[src/rtl/ex_mem_stage.sv]
// EX/MEM pipeline register with architectural HI/LO and optional overflow trap.
// Latency: 1 cycle EX->MEM for every field; HI/LO visible the cycle after the write edge.
// Backpressure: stall holds every register; flush loads a bubble and wins over stall.
//
// Optional feature macro: OVERFLOW_TRAP_EN. When it is defined, a signed add/sub
// overflow squashes the write enables and raises exc_ov/exc_pc for one cycle.
// When it is undefined, ex_overflow/ex_ovf_chk are ignored and exc_ov/exc_pc read 0.
//
// Ports:
//   clk, rst_n         clock, async active-low reset
//   stall, flush       pipeline freeze / bubble insert
//   ex_*               EX-stage results and control bundle
//   mem_*              registered copy of the EX bundle for the MEM stage
//   hi, lo             architectural HI/LO registers
//   exc_ov, exc_pc     overflow exception pulse and faulting PC
module ex_mem_stage #(
  parameter int DW = 32
) (
  input  logic          clk,
  input  logic          rst_n,
  input  logic          stall,
  input  logic          flush,
  input  logic          ex_valid,
  input  logic [DW-1:0] ex_result,
  input  logic [DW-1:0] ex_result2,
  input  logic          ex_overflow,
  input  logic          ex_ovf_chk,
  input  logic [1:0]    ex_hilo_op,
  input  logic [DW-1:0] ex_rs_data,
  input  logic          ex_reg_wen,
  input  logic [4:0]    ex_reg_waddr,
  input  logic          ex_mem_wen,
  input  logic          ex_mem_ren,
  input  logic [DW-1:0] ex_mem_wdata,
  input  logic [DW-1:0] ex_pc,
  output logic          mem_valid,
  output logic [DW-1:0] mem_alu_result,
  output logic          mem_reg_wen,
  output logic [4:0]    mem_reg_waddr,
  output logic          mem_mem_wen,
  output logic          mem_mem_ren,
  output logic [DW-1:0] mem_mem_wdata,
  output logic [DW-1:0] mem_pc,
  output logic [DW-1:0] hi,
  output logic [DW-1:0] lo,
  output logic          exc_ov,
  output logic [DW-1:0] exc_pc
);

  localparam logic [1:0] HILO_NONE = 2'b00;
  localparam logic [1:0] HILO_MTHI = 2'b01;
  localparam logic [1:0] HILO_MTLO = 2'b10;
  localparam logic [1:0] HILO_MDIV = 2'b11;

  logic          advance;
  logic          trap;

  logic          valid_q,   valid_d;
  logic [DW-1:0] result_q,  result_d;
  logic          reg_wen_q, reg_wen_d;
  logic [4:0]    waddr_q,   waddr_d;
  logic          mem_wen_q, mem_wen_d;
  logic          mem_ren_q, mem_ren_d;
  logic [DW-1:0] wdata_q,   wdata_d;
  logic [DW-1:0] pc_q,      pc_d;
  logic [DW-1:0] hi_q,      hi_d;
  logic [DW-1:0] lo_q,      lo_d;

  assign advance = !flush && !stall;

`ifdef OVERFLOW_TRAP_EN
  assign trap = ex_valid & ex_ovf_chk & ex_overflow;
`else
  // Overflow inputs are intentionally ignored in this build.
  logic unused_ovf;
  assign unused_ovf = ex_overflow ^ ex_ovf_chk;
  assign trap       = 1'b0;
`endif

  always_comb begin
    valid_d   = valid_q;
    result_d  = result_q;
    reg_wen_d = reg_wen_q;
    waddr_d   = waddr_q;
    mem_wen_d = mem_wen_q;
    mem_ren_d = mem_ren_q;
    wdata_d   = wdata_q;
    pc_d      = pc_q;
    hi_d      = hi_q;
    lo_d      = lo_q;

    if (flush) begin
      // Bubble: kill the side-effecting bits, leave the data fields alone.
      valid_d   = 1'b0;
      reg_wen_d = 1'b0;
      mem_wen_d = 1'b0;
      mem_ren_d = 1'b0;
    end else if (advance) begin
      valid_d   = ex_valid;
      result_d  = ex_result;
      // A trapping instruction still flows down as valid, but with no side effects.
      reg_wen_d = ex_valid & ex_reg_wen & ~trap;
      waddr_d   = ex_reg_waddr;
      mem_wen_d = ex_valid & ex_mem_wen & ~trap;
      mem_ren_d = ex_valid & ex_mem_ren & ~trap;
      wdata_d   = ex_mem_wdata;
      pc_d      = ex_pc;
      if (ex_valid) begin
        case (ex_hilo_op)
          HILO_MDIV: begin
            hi_d = ex_result2;
            lo_d = ex_result;
          end
          HILO_MTHI: hi_d = ex_rs_data;
          HILO_MTLO: lo_d = ex_rs_data;
          HILO_NONE: ;
          default:   ;
        endcase
      end
    end
  end

  always_ff @(posedge clk or negedge rst_n) begin
    if (!rst_n) begin
      valid_q   <= 1'b0;
      result_q  <= '0;
      reg_wen_q <= 1'b0;
      waddr_q   <= '0;
      mem_wen_q <= 1'b0;
      mem_ren_q <= 1'b0;
      wdata_q   <= '0;
      pc_q      <= '0;
      hi_q      <= '0;
      lo_q      <= '0;
    end else begin
      valid_q   <= valid_d;
      result_q  <= result_d;
      reg_wen_q <= reg_wen_d;
      waddr_q   <= waddr_d;
      mem_wen_q <= mem_wen_d;
      mem_ren_q <= mem_ren_d;
      wdata_q   <= wdata_d;
      pc_q      <= pc_d;
      hi_q      <= hi_d;
      lo_q      <= lo_d;
    end
  end

`ifdef OVERFLOW_TRAP_EN
  logic          exc_ov_q, exc_ov_d;
  logic [DW-1:0] exc_pc_q, exc_pc_d;

  always_comb begin
    exc_ov_d = exc_ov_q;
    exc_pc_d = exc_pc_q;
    if (flush) begin
      exc_ov_d = 1'b0;
    end else if (advance) begin
      // One advance cycle high per trapping instruction; held across stalls.
      exc_ov_d = trap;
      if (trap) exc_pc_d = ex_pc;
    end
  end

  always_ff @(posedge clk or negedge rst_n) begin
    if (!rst_n) begin
      exc_ov_q <= 1'b0;
      exc_pc_q <= '0;
    end else begin
      exc_ov_q <= exc_ov_d;
      exc_pc_q <= exc_pc_d;
    end
  end

  assign exc_ov = exc_ov_q;
  assign exc_pc = exc_pc_q;
`else
  assign exc_ov = 1'b0;
  assign exc_pc = '0;
`endif

  assign mem_valid      = valid_q;
  assign mem_alu_result = result_q;
  assign mem_reg_wen    = reg_wen_q;
  assign mem_reg_waddr  = waddr_q;
  assign mem_mem_wen    = mem_wen_q;
  assign mem_mem_ren    = mem_ren_q;
  assign mem_mem_wdata  = wdata_q;
  assign mem_pc         = pc_q;
  assign hi             = hi_q;
  assign lo             = lo_q;

endmodule

[config.mk]
export PLATFORM = sky130hd
export DESIGN_NAME = ex_mem_stage
export DESIGN_NICKNAME = d
export VERILOG_FILES = /design/src/rtl/ex_mem_stage.sv
export SDC_FILE = /design/constraint.sdc
export NUM_CORES = 1
export LEC_CHECK = 0
export CAP_MARGIN = 20
export CORE_MARGIN = 1.5
export CORE_UTILIZATION = 30
export DETAILED_ROUTE_END_ITERATION = 8
export PLACE_DENSITY_LB_ADDON = 0.05
export SYNTH_ARGS = -nofsm -noshare
export SYNTH_HDL_FRONTEND = slang
export SYNTH_SLANG_ARGS = --single-unit
[constraint.sdc]
create_clock -name clk -period 0.83 [get_ports clk]
set_clock_uncertainty 0.05 [all_clocks]
set_input_delay 0.166 -clock clk [delete_from_list [all_inputs] [get_ports clk]]
set_output_delay 0.166 -clock clk [all_outputs]
set_load 0.1 [all_outputs]
# == Word-level counts from Yosys, hierarchy flattened ==
# Cells that the tools add are included.
# totals
register_bits,169
in_bits,177
out_inout_bits,202
# classes
mux,10
n_eq_ne,3
bitwise_logic,4
reduce_logical,9
# ops
operator,count
32-bit case mux with 2 select lines,2
1-bit 2-to-1 mux,8
4-bit AND reduction,2
2-bit nonzero test,3
"2-bit equality test, second input constant",2
1-bit AND,3
"2-bit by 1-bit equality test with 1-bit output, second input constant",1
1-bit logical NOT,2
2-bit AND reduction,1
1-bit logical AND,1
1-bit NOT,1

# == Longest topological paths before layout ==
# Gate-level depths: netlist of the first run.
# depth
ltp_word,4
mapped_depth,5

# == Worst setup path after synthesis of the first run ==
# OpenSTA, ideal clock, no wires.
# synth_path
path_kind,input port to flip-flop
startpoint,input stall
endpoint,"register hi_q[10], in the netlist hi[10]"
setup_slack_ns,-0.504
setup_ns,0.126
required_ns,0.654
arrival_time_ns,1.158
n_path_buf,3
stages,5
path_cell_list,buf_6 > nor4bb_1 > buf_4 > buf_12 > mux2_4
# synth_via
elab_chain_cells,3
# synth_lines
element,line,source
"start, declared",21,"input logic stall,"
1-bit logical NOT,69,assign advance = !flush && !stall;
1-bit logical AND,69,
4-bit AND reduction (no line),-,
"end signal, assigned",144,hi_q <= hi_d;
"end, declared",66,"logic [DW-1:0] hi_q, hi_d;"
# No other way between the ends.
# A chain may end at the register's enable or synchronous reset.

# == Final worst setup path of the first run ==
# layout_path
startpoint,"register lo_q[20], in the netlist lo[20]"
endpoint,output lo[20]
# layout_lines
element,line,source
"start, declared",67,"logic [DW-1:0] lo_q, lo_d;"
"start signal, assigned",145,lo_q <= lo_d;
"end, declared",45,"output logic [DW-1:0] lo,"
# No word-level cell between the ends.

==> impl_results.md, run 1 <==
* Outcome: complete, but fails checks
* Violated checks: negative setup slack
* Worst-case reg-to-reg path depth at 3
* Row cnt at 58
* Register area share after synthesis at 55.4%
* Hold Violations, Final at 0
* Post-route setup slack at -0.493 ns
* Comb pwr share at 53.7%
* Final setup vio count at between 300 and 400
* Psw at 19700 uW
* Root Buffer: clkbuf_16
* R2R Path End: lo[16]
* Mapped Avg Cell Area at 16.1 um2
* Port bufs at 343
* DRT iter0 DRCs at 188
* Post-Route WL at around 28000 um
* Slowest CP cell: dfrtp_4
* First-pass GRT wire length at 41800 um
* Min cycle time layout at 1.32 ns
* # clock sinks at 169
* Post-Synthesis Cells at 474
* NumNets Final at 1073
* Critical Path Source Type: register
* Internal Power at around 25000 uW
* Worst path required time at around 0.61 ns
* Period utilization at 159%
* Routed Antenna Nets at 0
* WL per Instance at between 20 and 25 um
* Share of cells above drive strength 1 at 76.3%
* Leak Pwr at 0.00668 uW
* Crit. End Element: primary output
* CP top delay family: flip-flops
* Met3 GRT Util at 7.41%
* Reg2reg start: lo[16]
* Worst-skew pair later-pin latency at 0.42 ns
* Area leader, netlist: dfrtp_1
* GR Util met2 at 35.5%
* Post-synth top flop: dfrtp_1
* DR pass1 iterations at 4
* Final HPWL DP at between 15000 and 20000 um
* P&R area growth vs syn at 108%
* Clock transition at path regs at ~0.070 ns
* Fill count at around 1800
* Commonest cells post-synth: dfrtp_1, mux2_2, mux2_4
* Max-cap check violation count at 0
* Die Height at 163 um
* GP Congestion at 0.757
* CP peak stage delay at 0.51 ns
* Core Footprint at about 25000 um2
* Sw frac at 44.3%
* Seq pwr share at 28.0%
* Clock power frac at 18.3%
* Post-synth EDFFs at 0
* Synthesized area at between 7000 and 8000 um2
* H-tree lvl count at 4
* Area contributors post-synth: dfrtp_1, mux2_2, mux2_4, buf_4, buf_12
* GRT Max-Usage Layer: met2
* CTS tree: yes
* Total congestion overflow at 0
* N_diodes at 0
* Netlist cell types at 14
* PwrDens at 2800 nW/um2
* Yosys warns at 0
* Share of the synthesized area in the top cell type at 55.4%
* Data arrival, critical path at 1.11 ns
* Vias in the first global route at 6376
* Crit Path Max Fanout at 2
* Largest net degree at the start of global routing at 41
* Fin Hold WS at 0.0923 ns
* Hold WC Path Type: primary input to async pin
* Critical path buffers and inverters at 1
* F_max at 0.756 GHz
* DR vias at 5481
* Initial antenna violation count at 0
* Synthesized flop and latch total at 169
* Max IR drop VDD at 1.75 mV
* IO Count at about 380
* RSZ-0062 raised after global routing: true
* Slew Viols, Final at 0
* Chip Width at 163 um
* Drc violations at 0
* Die area at about 26000 um2
* Vias per cell at between 4 and 5
* Critical path, cell by cell: buf_12
* CTS max path bufs at 2
* Effective utilization at floorplan at a little under a third
* Setup slack, reg-to-reg at -0.32 ns
* Met1 Track Usage GR at 27.4%
* Fraction of registers with async set/reset at 100%
* CTS buffer count at 17
* Setup TNS at -103.41 ns
* Setup CP Type: register to primary output
* Gr usage total at between 20% and 30%
-- power groups by stage --
stage	logic, uW	registers (uW)	clock network [uW]
finish	23900	12500	8150
detailed placement	22500	12600	0
global route	24500	12700	8630
floorplan	3080	22900	0
CTS	23800	12500	8320
global placement	22400	12500	0
-- metrics by stage --
stage	setup WS [ns]	utilization, %	std cells	total power, uW	instance area, um2
global placement	-1.12	55.0	1146	34900	13800
floorplan	-0.500	-	506	26000	8440
detailed placement	-1.18	55.0	1146	35100	13800
CTS	-0.517	63.5	1234	44600	15900
finish	-0.493	63.4	1239	44500	15900
global route	-0.533	63.4	1239	45800	15900
-- worst max-delay path by stage --
stage / end / slack [ns] / cells after the start / start
after floorplan: hi[10] / -0.50 / 5 / stall
after global placement: lo[31] / -1.12 / 4 / stall
after detailed placement: lo[0] / -1.18 / 4 / stall
after CTS: hi[26] / -0.52 / 1 / hi[26]
after global routing: hi[27] / -0.53 / 1 / hi[27]
final: lo[20] / -0.49 / 1 / lo[20]
-- registers in the layout, indices dropped and copies added (netlist names), 5 cells and up --
register	flops
mem_alu_result	32
mem_mem_wdata	32
lo	32
mem_pc	32
mem_reg_waddr	5
hi	32
-- per-layer routing --
| layer | routed length (um) | vias up |
|---|---|---|
| li1 | - | 2449 |
| met1 | 11700 | 2788 |
| met2 | 13700 | 225 |
| met3 | 2260 | 19 |
| met4 | 318 | 0 |
| met5 | 0 | - |
-- kinds of logic after synthesis --
| kind of cell | synth area share, % |
|---|---|
| AOI/OAI and AO/OA | 0.197 |
| muxes | 36.9 |
| DFF | 55.4 |
| and+or+nand+nor | 0.803 |
| buffers and inverters | 6.70 |
| other | 0.0491 |
-- cell type report --
class / count / area [um2] / share of cell area (%)
Timing Repair Buffer: 432 / 6590 / 41.4
Tap cell: 330 / 413 / 2.59
Multi-Input combinational cell: 276 / 3450 / 21.7
Sequential cell: 169 / 4860 / 30.6
Clock buffer: 19 / 433 / 2.72
Clock inverter: 13 / 160 / 1.01
-- timing repair --
item                       in CTS  in global routing
cloned                         21                  1
resized for setup             171                 30
setup endpoints to repair     338                336
pin swaps                       3                  4
setup buffers                  33                 17
hold endpoints to repair      170                  4
hold buffers                    2                  1
-- placed cells by master (no fill, tap or decap) --
master,instances
a21oi_1,2
a21oi_2,1
buf_12,199
buf_16,15
buf_2,2
buf_4,13
buf_6,30
buf_8,1
bufinv_16,2
clkbuf_1,2
clkbuf_16,18
clkdlybuf4s50_1,168
clkinv_2,1
clkinv_4,2
clkinv_8,1
clkinvlp_4,2
conb_1,33
dfrtp_4,169
dlygate4sd3_1,3
inv_6,4
inv_8,1
mux2_2,65
mux2_4,164
mux2i_1,1
nand2_1,2
nand2_4,1
nand3b_1,3
nor2_1,1
nor2_4,1
nor4bb_4,2
Power figures use the tool's default switching activity.
==> run 2, diff against run 1 <==
- CORE_MARGIN: 1.5 -> 8
- CTS_CLUSTER_DIAMETER: default -> 100
==> run 2 against run 1 <==
Against the previous run: the flow still finishes with violations (negative setup slack); cell area is 1.2% lower; sequential share of layout area rose by 0.37 points; register-to-register slack is essentially flat; critical endpoint is now lo[4]; highest routed layer is now met5.
==> impl_results.md, run 2 (synthesized netlist as in run 1, its figures left out) <==
* Post-route setup slack at -0.502 ns (-0.00965 ns)
* CTS max path bufs at 2 (unchanged)
* Setup CP Type: register to primary output
* Hold Violations, Final at 0 (unchanged)
* CTS buffer count at 17 (unchanged)
* Die area at 30800 um2 (+17%)
* Critical path, cell by cell: buf_12
* CTS tree: yes
* Inst Count DP at 1151 (+0.44%)
* Max-cap check violation count at 0 (unchanged)
* Critical Path Source Type: register
* WL per Instance at 24.1 um (+6.8%)
* Min cycle time layout at 1.33 ns (+0.00965 ns)
* Gr usage total at 18.9% (-2.7 points)
* Worst path required time at 0.61 ns (about the same)
* Hold WC Path Type: primary input to register
* F_max at 0.751 GHz (-0.72%)
* IO Count at 379 (unchanged)
* H-tree lvl count at 4 (unchanged)
* Setup TNS at -107.27 ns (-3.86 ns)
* Root Buffer: clkbuf_16
* Most frequent cells in the layout: buf_12, dfrtp_4, clkdlybuf4s50_1, mux2_4, mux2_2
* # clock sinks at 169 (unchanged)
* Design area at 15700 um2 (-1.2%)
* Leak Pwr at 0.00660 uW (-1.2%)
* Initial antenna violation count at 2 (+2)
* Fill count at 1837 (-0.38%)
* Largest net degree at the start of global routing at 45 (+9.8%)
* Outcome: complete, but fails checks
* NumNets Final at 1067 (-0.56%)
* Slowest CP cell: dfrtp_4
* PwrDens at 2830 nW/um2 (+1.2%)
* Layout Cells excl Fill at 1234 (-0.40%)
* Share of cells above drive strength 1 at 76.2% (-0.16 points)
* Area post-placement at 13800 um2 (+0.18%)
* Routed Antenna Nets at 0 (unchanged)
* Final HPWL DP at 21200 um (+17%)
* Row cnt at 58 (unchanged)
* Clock transition at path regs at 0.08 ns (about the same)
* Vias in the first global route at 6463 (+1.4%)
* CP top delay family: flip-flops
* Final setup vio count at 338 (+0.60%)
* Drc violations at 0 (unchanged)
* Die Height at 176 um (+8.0%)
* Commonest non-fill, non-tap cell in the layout: buf_12
* Vias per cell at 4.42 (about the same)
* Worst-skew pair later-pin latency at 0.43 ns (about the same)
* Period utilization at 161% (+1.2 points)
* Data arrival, critical path at 1.12 ns (about the same)
* DR pass1 iterations at 4 (unchanged)
* Crit. End Element: primary output
* First-pass GRT wire length at 43700 um (+4.5%)
* Util after Layout at 62.6% (-0.76 points)
* Total congestion overflow at 0 (unchanged)
* Slew Viols, Final at 0 (unchanged)
* GP Congestion at 0.811 (+7.1%)
* Violated checks: negative setup slack
* Placement Setup Slack at -1.15 ns (+0.0324 ns)
* P&R area growth vs syn at 106%
* Chip Width at 176 um (+8.0%)
* Max IR drop VDD at 1.53 mV (-12%)
* RSZ-0062 raised after global routing: true
* Post-Route WL at 29800 um (+6.3%)
* Port bufs at 343 (unchanged)
* Effective utilization at floorplan at 30.4% (unchanged)
* DRT iter0 DRCs at 168 (-11%)
* Core Footprint at 25100 um2 (unchanged)
* CP peak stage delay at 0.51 ns (about the same)
* Crit Path Max Fanout at 2 (unchanged)
* DR vias at 5458 (-0.42%)
* Critical path buffers and inverters at 1 (unchanged)
-- run 2: changes by cell type in the layout (fill, tap and decap cells not counted), sizes merged --
cell / previous run / this run
buf: 260 / 252
clkbuf: 20 / 22
clkinv: 4 / 5
diode: 0 / 1
inv: 5 / 4
-- run 2: worst paths after layout --
kind	cells after the start	slack, ns	to	start
setup reg to reg	3	-0.32	lo[29]	lo[29]
hold / removal	4	0.10	mem_reg_wen	stall
min in group asynchronous	2	0.14	lo[21]	rst_n
max in group asynchronous	3	0.09	hi[27]	rst_n
setup / recovery	1	-0.50	lo[4]	lo[4]
hold reg to reg	1	0.54	mem_pc[6]	mem_pc[6]
-- run 2: cell type report --
type / instances / area, um2 / share of cell area, %
well taps: 330 / 413 / 2.63
clock inverters: 13 / 160 / 1.02
diodes: 1 / 2.50 / 0.0159
clock buffers: 19 / 443 / 2.82
multi-input cells: 276 / 3450 / 21.9
repair buffers: 426 / 6400 / 40.7
flip-flops and latches: 169 / 4860 / 30.9
-- run 2: layer usage --
layer  track usage, %  vias to the layer above  part of all wire [%]
li1                 -                     2440                     -
met1             21.9                     2757                    40
met2             32.2                      231                    51
met3             7.28                       28                   7.9
met4             5.12                        2                   1.8
met5                0                        -                 0.040
-- run 2: repair_timing --
item	CTS	global route
hold endpoints to repair	169	4
pin swaps	1	3
setup buffers	26	18
endpoints found under the setup margin	338	336
resized for setup	134	66
hold buffers	1	2
cloned	15	2
-- run 2: metrics by stage --
stage          hold WS (ns)  power (uW)
2_1_floorplan        -0.180       26000
3_3_place_gp        -0.0556       35000
3_5_place_dp        -0.0558       35200
4_1_cts              0.0414       44600
5_1_grt              0.0994       45900
6_report              0.102       44600
-- run 2: report_power, final --
group | total [uW] | internal, uW | switching [uW]
Clock | 8270 | 4600 | 3660
Combinational | 23800 | 9460 | 14300
Sequential | 12500 | 10700 | 1770
